[src/rtl/interface_hcsr04_multi.sv]
// Round-robin controller for several HC-SR04 sensors: trigger, echo timing,
// cm conversion, timeout/saturation flags and a per-channel result bank.
module interface_hcsr04_multi #(
  parameter int CANAIS         = 2,
  parameter int LARGURA        = 9,
  parameter int CICLOS_CM      = 2941,
  parameter int CICLOS_TRIGGER = 500,
  parameter int MAX_CM         = 400,
  parameter int TIMEOUT_ECO    = 1500000,
  parameter int PERIODO        = 50000000,
  parameter int CM_ANDAR       = 20,
  parameter int ANDARES        = 4,
  localparam int CW = (CANAIS > 1) ? $clog2(CANAIS) : 1,
  localparam int AW = (ANDARES > 1) ? $clog2(ANDARES) : 1
) (
  input  logic                      clock,
  input  logic                      reset,
  input  logic                      habilita,
  input  logic [CANAIS-1:0]         eco,
  output logic [CANAIS-1:0]         trigger,
  output logic                      ocupado,
  output logic                      pronto,
  output logic [CW-1:0]             canal,
  output logic [LARGURA-1:0]        medida,
  output logic [AW-1:0]             andar,
  output logic [CANAIS-1:0]         erro,
  output logic [CANAIS*LARGURA-1:0] distancias
);

  localparam int M1      = (CICLOS_TRIGGER > CICLOS_CM) ? CICLOS_TRIGGER : CICLOS_CM;
  localparam int CNT_MAX = (M1 > TIMEOUT_ECO) ? M1 : TIMEOUT_ECO;
  localparam int CNTW    = $clog2(CNT_MAX + 1);
  localparam int PW      = (PERIODO > 1) ? $clog2(PERIODO) : 1;

  typedef enum logic [2:0] {OCIOSO, DISPARA, AGUARDA, MEDE, REGISTRA, PROXIMO} estado_t;

  estado_t                   estado_q, estado_d;
  logic [CW-1:0]             ch_q, ch_d;
  logic [CNTW-1:0]           cnt_q, cnt_d;
  logic [LARGURA-1:0]        cm_q, cm_d;
  logic                      falha_q, falha_d;
  logic                      arm_q, arm_d;
  logic [PW-1:0]             per_q, per_d;
  logic [CANAIS-1:0]         sync1_q, sync1_d;
  logic [CANAIS-1:0]         eco_s_q, eco_s_d;
  logic [CANAIS*LARGURA-1:0] bank_q, bank_d;
  logic [LARGURA-1:0]        medida_q, medida_d;
  logic [CW-1:0]             canal_q, canal_d;
  logic [CANAIS-1:0]         erro_q, erro_d;
  logic                      pronto_q, pronto_d;
  logic                      inicio;
  logic                      eco_ativo;
  logic [LARGURA-1:0]        quociente;

  always_ff @(posedge clock or posedge reset) begin
    if (reset) begin
      estado_q <= OCIOSO;
      ch_q     <= '0;
      cnt_q    <= '0;
      cm_q     <= '0;
      falha_q  <= 1'b0;
      arm_q    <= 1'b0;
      per_q    <= '0;
      sync1_q  <= '0;
      eco_s_q  <= '0;
      bank_q   <= '0;
      medida_q <= '0;
      canal_q  <= '0;
      erro_q   <= '0;
      pronto_q <= 1'b0;
    end else begin
      estado_q <= estado_d;
      ch_q     <= ch_d;
      cnt_q    <= cnt_d;
      cm_q     <= cm_d;
      falha_q  <= falha_d;
      arm_q    <= arm_d;
      per_q    <= per_d;
      sync1_q  <= sync1_d;
      eco_s_q  <= eco_s_d;
      bank_q   <= bank_d;
      medida_q <= medida_d;
      canal_q  <= canal_d;
      erro_q   <= erro_d;
      pronto_q <= pronto_d;
    end
  end

  // Sweep ticks land on per_q == 0, so the first one follows habilita directly.
  always_comb begin
    sync1_d = eco;
    eco_s_d = sync1_q;
    per_d   = '0;
    if (habilita) per_d = (per_q == PW'(PERIODO - 1)) ? '0 : per_q + 1'b1;
    inicio    = habilita && (per_q == '0);
    eco_ativo = eco_s_q[ch_q];
  end

  always_comb begin
    estado_d = estado_q;
    ch_d     = ch_q;
    cnt_d    = cnt_q;
    cm_d     = cm_q;
    falha_d  = falha_q;
    arm_d    = arm_q;
    bank_d   = bank_q;
    medida_d = medida_q;
    canal_d  = canal_q;
    erro_d   = erro_q;
    pronto_d = 1'b0;
    case (estado_q)
      OCIOSO: if (inicio) begin
        ch_d     = '0;
        cnt_d    = '0;
        estado_d = DISPARA;
      end
      DISPARA: if (cnt_q == CNTW'(CICLOS_TRIGGER - 1)) begin
        cnt_d    = '0;
        arm_d    = 1'b0;
        estado_d = AGUARDA;
      end else cnt_d = cnt_q + 1'b1;
      AGUARDA: begin
        // A rise only counts once eco_s has been seen low inside this state.
        arm_d = arm_q | ~eco_ativo;
        if (arm_q && eco_ativo) begin
          estado_d = MEDE;
          falha_d  = 1'b0;
          if (CICLOS_CM == 1) begin
            cnt_d = '0;
            cm_d  = LARGURA'(1);
          end else begin
            cnt_d = CNTW'(1);
            cm_d  = '0;
          end
        end else if (cnt_q == CNTW'(TIMEOUT_ECO - 1)) begin
          estado_d = REGISTRA;
          falha_d  = 1'b1;
          cm_d     = LARGURA'(MAX_CM);
        end else cnt_d = cnt_q + 1'b1;
      end
      MEDE: if (!eco_ativo) begin
        estado_d = REGISTRA;
        falha_d  = 1'b0;
      end else if (cnt_q == CNTW'(CICLOS_CM - 1)) begin
        cnt_d = '0;
        cm_d  = cm_q + 1'b1;
        if (cm_q == LARGURA'(MAX_CM - 1)) begin
          estado_d = REGISTRA;
          falha_d  = 1'b1;
        end
      end else cnt_d = cnt_q + 1'b1;
      REGISTRA: begin
        bank_d[ch_q*LARGURA +: LARGURA] = cm_q;
        medida_d     = cm_q;
        canal_d      = ch_q;
        erro_d[ch_q] = falha_q;
        pronto_d     = 1'b1;
        estado_d     = PROXIMO;
      end
      PROXIMO: if (ch_q == CW'(CANAIS - 1) || !habilita) estado_d = OCIOSO;
      else begin
        ch_d     = ch_q + 1'b1;
        cnt_d    = '0;
        estado_d = DISPARA;
      end
      default: estado_d = OCIOSO;
    endcase
  end

  // Trigger decodes straight from the state register so reset kills it at once.
  always_comb begin
    trigger = '0;
    if (estado_q == DISPARA) trigger[ch_q] = 1'b1;
    ocupado    = (estado_q != OCIOSO);
    pronto     = pronto_q;
    canal      = canal_q;
    medida     = medida_q;
    erro       = erro_q;
    distancias = bank_q;
    quociente  = medida_q / LARGURA'(CM_ANDAR);
    if (quociente > LARGURA'(ANDARES - 1)) andar = AW'(ANDARES - 1);
    else andar = AW'(quociente);
  end

endmodule

[config.mk]
export PLATFORM = sky130hd
export DESIGN_NAME = interface_hcsr04_multi
export DESIGN_NICKNAME = d
export VERILOG_FILES = /design/src/rtl/interface_hcsr04_multi.sv
export SDC_FILE = /design/constraint.sdc
export NUM_CORES = 1
export LEC_CHECK = 0
export BUFFER_PORTS_ARGS = -buffer_cell sky130_fd_sc_hd__buf_2
export CAP_MARGIN = 20
export CELL_PAD_IN_SITES_DETAIL_PLACEMENT = 0
export CELL_PAD_IN_SITES_GLOBAL_PLACEMENT = 1
export CORE_MARGIN = 3
export CORE_UTILIZATION = 47
export DETAILED_ROUTE_END_ITERATION = 16
export GPL_TIMING_DRIVEN = 0
export MAX_ROUTING_LAYER = met4
export PLACE_DENSITY = 0.92
export SLEW_MARGIN = 30
export SYNTH_ARGS = -nofsm -noshare
export SYNTH_HDL_FRONTEND = slang
export SYNTH_SLANG_ARGS = --single-unit
[constraint.sdc]
create_clock -name clock -period 4.4 [get_ports clock]
set_clock_uncertainty 0.1 [all_clocks]
set_input_delay 1.1 -clock clock [delete_from_list [all_inputs] [get_ports clock]]
set_output_delay 1.1 -clock clock [all_outputs]
set_load 0.01 [all_outputs]
* After elaboration in Yosys (flattened, before gate mapping)
Cells that the tools add are included.
** Word-level totals
- Register bits after elaboration :: 97
- Output and inout port bits :: 36
- Logic and storage cells :: 109
** Cells by class
- Add/subtract/negate cells :: 5
- $mul :: 1
- Div/mod/pow operators :: 1
- Order comparisons :: 3
- Equal/unequal tests :: 19
- Shift-type cells :: 2
- Mux-type cells :: 44
- Bitwise gates (word level) :: 2
- Reductions and logical operators :: 18
** Operator list (number)
- two-way mux 21 bit :: 7
- case mux 21 bit (5 select lines) :: 1
- two-way mux 26 bit :: 2
- two-way mux 9 bit :: 4
- negation 5 -> 34 bit :: 1
- variable shift 9 x 34 -> 18 bit, first input constant :: 1
- indexed part select 9 x 34 -> 18 bit :: 1
- adder 26 x 1 -> 26 bit, second input constant :: 1
- equality test 26 bit, second input constant :: 1
- zero test 26 bit :: 1
- adder 21 x 1 -> 21 bit, second input constant :: 1
- equality test 21 x 12 -> 1 bit, second input constant :: 1
- equality test 21 bit, second input constant :: 1
- equality test 21 x 9 -> 1 bit, second input constant :: 1
- two-way mux 3 bit :: 7
- bitwise mux 18 bit :: 1
- case mux 3 bit (6 select lines) :: 1
- case mux 9 bit (2 select lines) :: 1
- two-way mux 1 bit :: 13
- inequality test 3 bit, second input constant :: 4
- inequality test 2 bit, second input constant :: 5
- AND reduction 5 bit :: 2
- adder 9 x 1 -> 9 bit, second input constant :: 1
- divider 9 x 5 -> 9 bit, second input constant :: 1
- 25 further kinds :: 35

* Longest topological paths before layout
- Word-level depth :: 5
- Gate-level depth with buffers :: 9
- Mapped depth without buffers :: 8

* Worst setup path after synthesis
OpenSTA, ideal clock, no wires.
- Path kind :: input to register
- Start :: input port habilita
- End :: register cnt_q[3]
- Setup time :: 0.069 ns
- Arrival :: 2.985 ns
- Slack :: 1.246 ns
- Stages :: 7
- Path buffers :: 1
- Cells stage by stage :: nor4b_2 > nand3_1 > o41a_1 > or3_4 > buf_6 > or4_1 > nand3_1
** On the way
- Cells in the longest elaborated chain, start to end :: 4
- Elaborated cells on any way between the ends :: 6
- Classes of those cells :: eq/ne (2); reduce/logical (4)
** RTL lines
- start: declaration :: line 18 : input logic habilita,
- zero test 1 bit :: line 160 : PROXIMO: if (ch_q == CW'(CANAIS - 1) || !habilita) estado_d = OCIOSO;
- logical OR 1 bit :: line 160
- inequality test 2 bit (no source line)
- AND reduction 5 bit (no source line) (*)
- end signal: assignment :: line 74 : cnt_q <= cnt_d;
- end: declaration :: line 39 : logic [CNTW-1:0] cnt_q, cnt_d;
Every way passes the cells marked *; elsewhere a longest branch is shown, timed or not.
A chain may end at the register's enable or synchronous reset.

* Worst setup path in the final report
- Start :: input port habilita
- End :: register cnt_q[17]
The elaborated chain is that of the path after synthesis.

==> flow_summary.ini <==
[detailed_routing]
routed_wl_mm = 11.6
first_pass_iters = 5
antenna_left = 0
vias = 4115
first_iter_violations = 388
wl_per_cell_um = 16.7
vias_per_cell = 5.92
drc = 0

[floorplan]
coreArea_mm2 = 0.0100
dieWidth_um = 109
core.rowCount = 36
dieArea_mm2 = 0.0118
io_pins = 41
start_util_pct = 49.6
die_y_um = 109

[layout]
final_area_mm2 = 0.00557
layout.nets = 567
final_layout_size_suffix_gt1_share_pct = 17.3
seqCellArea_mm2 = 0.00243
area_delta_synth_final_pct = 12.3
fill_cells = 910
multiInputGateArea_mm2 = 0.00239
antenna_cells = 0

[setup_path]
arrival_ns = 3.71
startpoint_type = input pin
path_max_fanout = 7
cp.required_ns = 4.57
end_kind = flop
rrSetupSlack_ns = 1.14
worst-setup-path-type = in2reg
reg2reg_depth = 6

[synthesis]
ys_warn_count = 0
synth.avg_cell_area_um2 = 9.82
synth-edff-count = 0
synthTopCellsByArea = dfrtp_1 (49%), mux2_2 (6.6%), nor2_1 (3.7%), nand3_1 (3.3%), o21ai_0 (2.9%)
netlist.top_cell.by_area = dfrtp_1
synth_fp_nets = 515
synth_cells = 505
synthArstFlopShare_pct = 100
yosysMostFrequentCell = dfrtp_1
synth_common_cells = dfrtp_1 (97), nor2_1 (49), nand2_1 (33), nand3_1 (33)
syn_area_mm2 = 0.00496
synth_seq_area_share_pct = 48.9
ys_ff_latch = 97
yosys.area.top_type_share_pct = 48.9
yosysUniqueCellTypes = 55
synth_flop_cell = dfrtp_1

[grt]
antenna_found_initial = 0
grtUsageMet2_pct = 33.7
grt_pass1_wl_mm = 19.8
grt_max_degree = 62
gr-max-usage-layer = met2
grtUsageTotal_pct = 21.7
grt_use_met3_pct = 2.61
gr-total-overflow = 0
use_met1_pct = 29.1
grt_pass1_vias = 4007

[outcome]
status = completed

[sta]
setup_viol = 0
rsz0062_at_grt = false
fmax_mhz = 283
period_share_pct = 80.4
finalHoldViolCount = 0
min_period_ns = 3.54
final_max_slew_viol_count = 0
tightest_slew_ns = 0.903
relSlewSlack_pct = 39.4

[worst_hold_path]
min_path_cells = 0
hold_class = reg2reg

[clock_network]
cts.sinks = 97
cts_resized = 0
cts_tree = yes
clkTransAtPathRegs_ns = 0.09
cts_buffer_depth = 2
cts_buffers = 9
htree_levels = 3
clock-root-buffer = clkbuf_8
cts_hold_buf = 0
clock_latency_ns = 0.38
post_cts_buffers = 0

[place]
place_congestion = 0.897
dpl_cell_area_mm2 = 0.00536
io_buffers = 40
dp_hpwl_mm = 8.24

[power]
total_power_mw = 1.56
ir_drop_v = 0.000168
p_leak_nw = 2.59
powerDensity_mw_per_mm2 = 280

[job]
max_cap_viol_count = 0
[cells by family after synthesis]
| logic type | count (synthesis) | share of synthesized area (%) |
|---|---|---|
| AOI/OAI and AO/OA | 97 | 12.3 |
| xor gates and xnor gates | 26 | 4.59 |
| adders and majority gates | 5 | 1.26 |
| buffers and inverters | 35 | 2.83 |
| DFF | 97 | 48.9 |
| muxes | 30 | 6.79 |
| and+or+nand+nor | 215 | 23.3 |
[power by group]
part,total [mW],switching (mW),internal (mW),leakage [nW]
registers,0.899,0.00416,0.895,1.31
logic,0.0396,0.0293,0.0103,1.18
clock network,0.620,0.346,0.274,0.0999
total,1.56,0.380,1.18,2.59
[state kept, by name, summed over array words and instances, names as in the netlist]
| signal | count |
|---|---|
| arm_q | 1 |
| canal | 1 |
| ch_q | 1 |
| cm_q | 9 |
| cnt_q | 21 |
| distancias | 18 |
| eco_s_d | 2 |
| eco_s_q | 2 |
| erro | 2 |
| estado_q | 3 |
| falha_q | 1 |
| medida | 9 |
| per_q | 26 |
| pronto | 1 |
[through the flow]
step | std cells | setup slack, ns | utilization (%) | TNS [ns] | hold slack [ns]
3_5_place_dp | 679 | 0.510 | 53.6 | 0 | 0.242
5_1_grt | 695 | 0.653 | 55.7 | 0 | 0.267
4_1_cts | 695 | 0.899 | 55.7 | 0 | 0.264
6_report | 695 | 0.862 | 55.7 | 0 | 0.262
3_3_place_gp | 678 | -0.415 | 53.3 | -39.55 | 0.237
2_1_floorplan | 505 | 0.666 | - | 0 | 0.231
[final timing paths]
kind | endpoint | start
max | cnt_q[17]$_DFFE_PP0P_ | habilita
min | eco_s_q[1]$_DFF_PP0_ | eco_s_d[1]$_DFF_PP0_
max reg2reg | cnt_q[17]$_DFFE_PP0P_ | per_q[2]$_DFF_PP0_
min reg2reg | eco_s_q[1]$_DFF_PP0_ | eco_s_d[1]$_DFF_PP0_
max in group asynchronous | cnt_q[15]$_DFFE_PP0P_ | reset
min in group asynchronous | medida[0]$_DFFE_PP0P_ | reset
[worst max-delay path: stages]
cell and delay [ns]:
buf_2 0.14, nor4b_2 0.21, nand3_1 0.16, o41a_1 0.58, nor3_1 0.79, nand2_1 0.36, o31ai_1 0.37
[per-layer routing]
metal / vias up / share of wire, %
met5: - / 0
met4: 0 / 2.1
met3: 20 / 4.7
met2: 137 / 47
met1: 2009 / 46
li1: 1949 / -
[area by class of cell]
type,instances,share of cell area (%)
Clock buffer,9,2.22
Multi-Input combinational cell,373,43.0
Inverter,17,1.24
Buffer,18,1.37
Timing Repair Buffer,41,4.09
Tap cell,133,2.99
Sequential cell,97,43.6
Clock inverter,7,1.53
[cells in the final DEF, fill, tap and decap left out, drive strengths merged, types with 3 or more instances in the layout]
master  instances
and3           12
a31o            3
nand2b          9
o31ai           8
and2            8
and4            7
a21oi          22
clkbuf         25
o311ai          3
a21o            4
o22ai           4
inv            20
a31oi           4
nand3          33
xor2           15
nor2b           3
nand2          33
or4             9
mux2           29
nor3           15
dfrtp          97
nor2           49
buf            43
o21ai          31
nand4          15
ha              5
or3             5
xnor2          11
nor4            8
o22a            3
No activity file was read; power rests on OpenSTA's default activity.
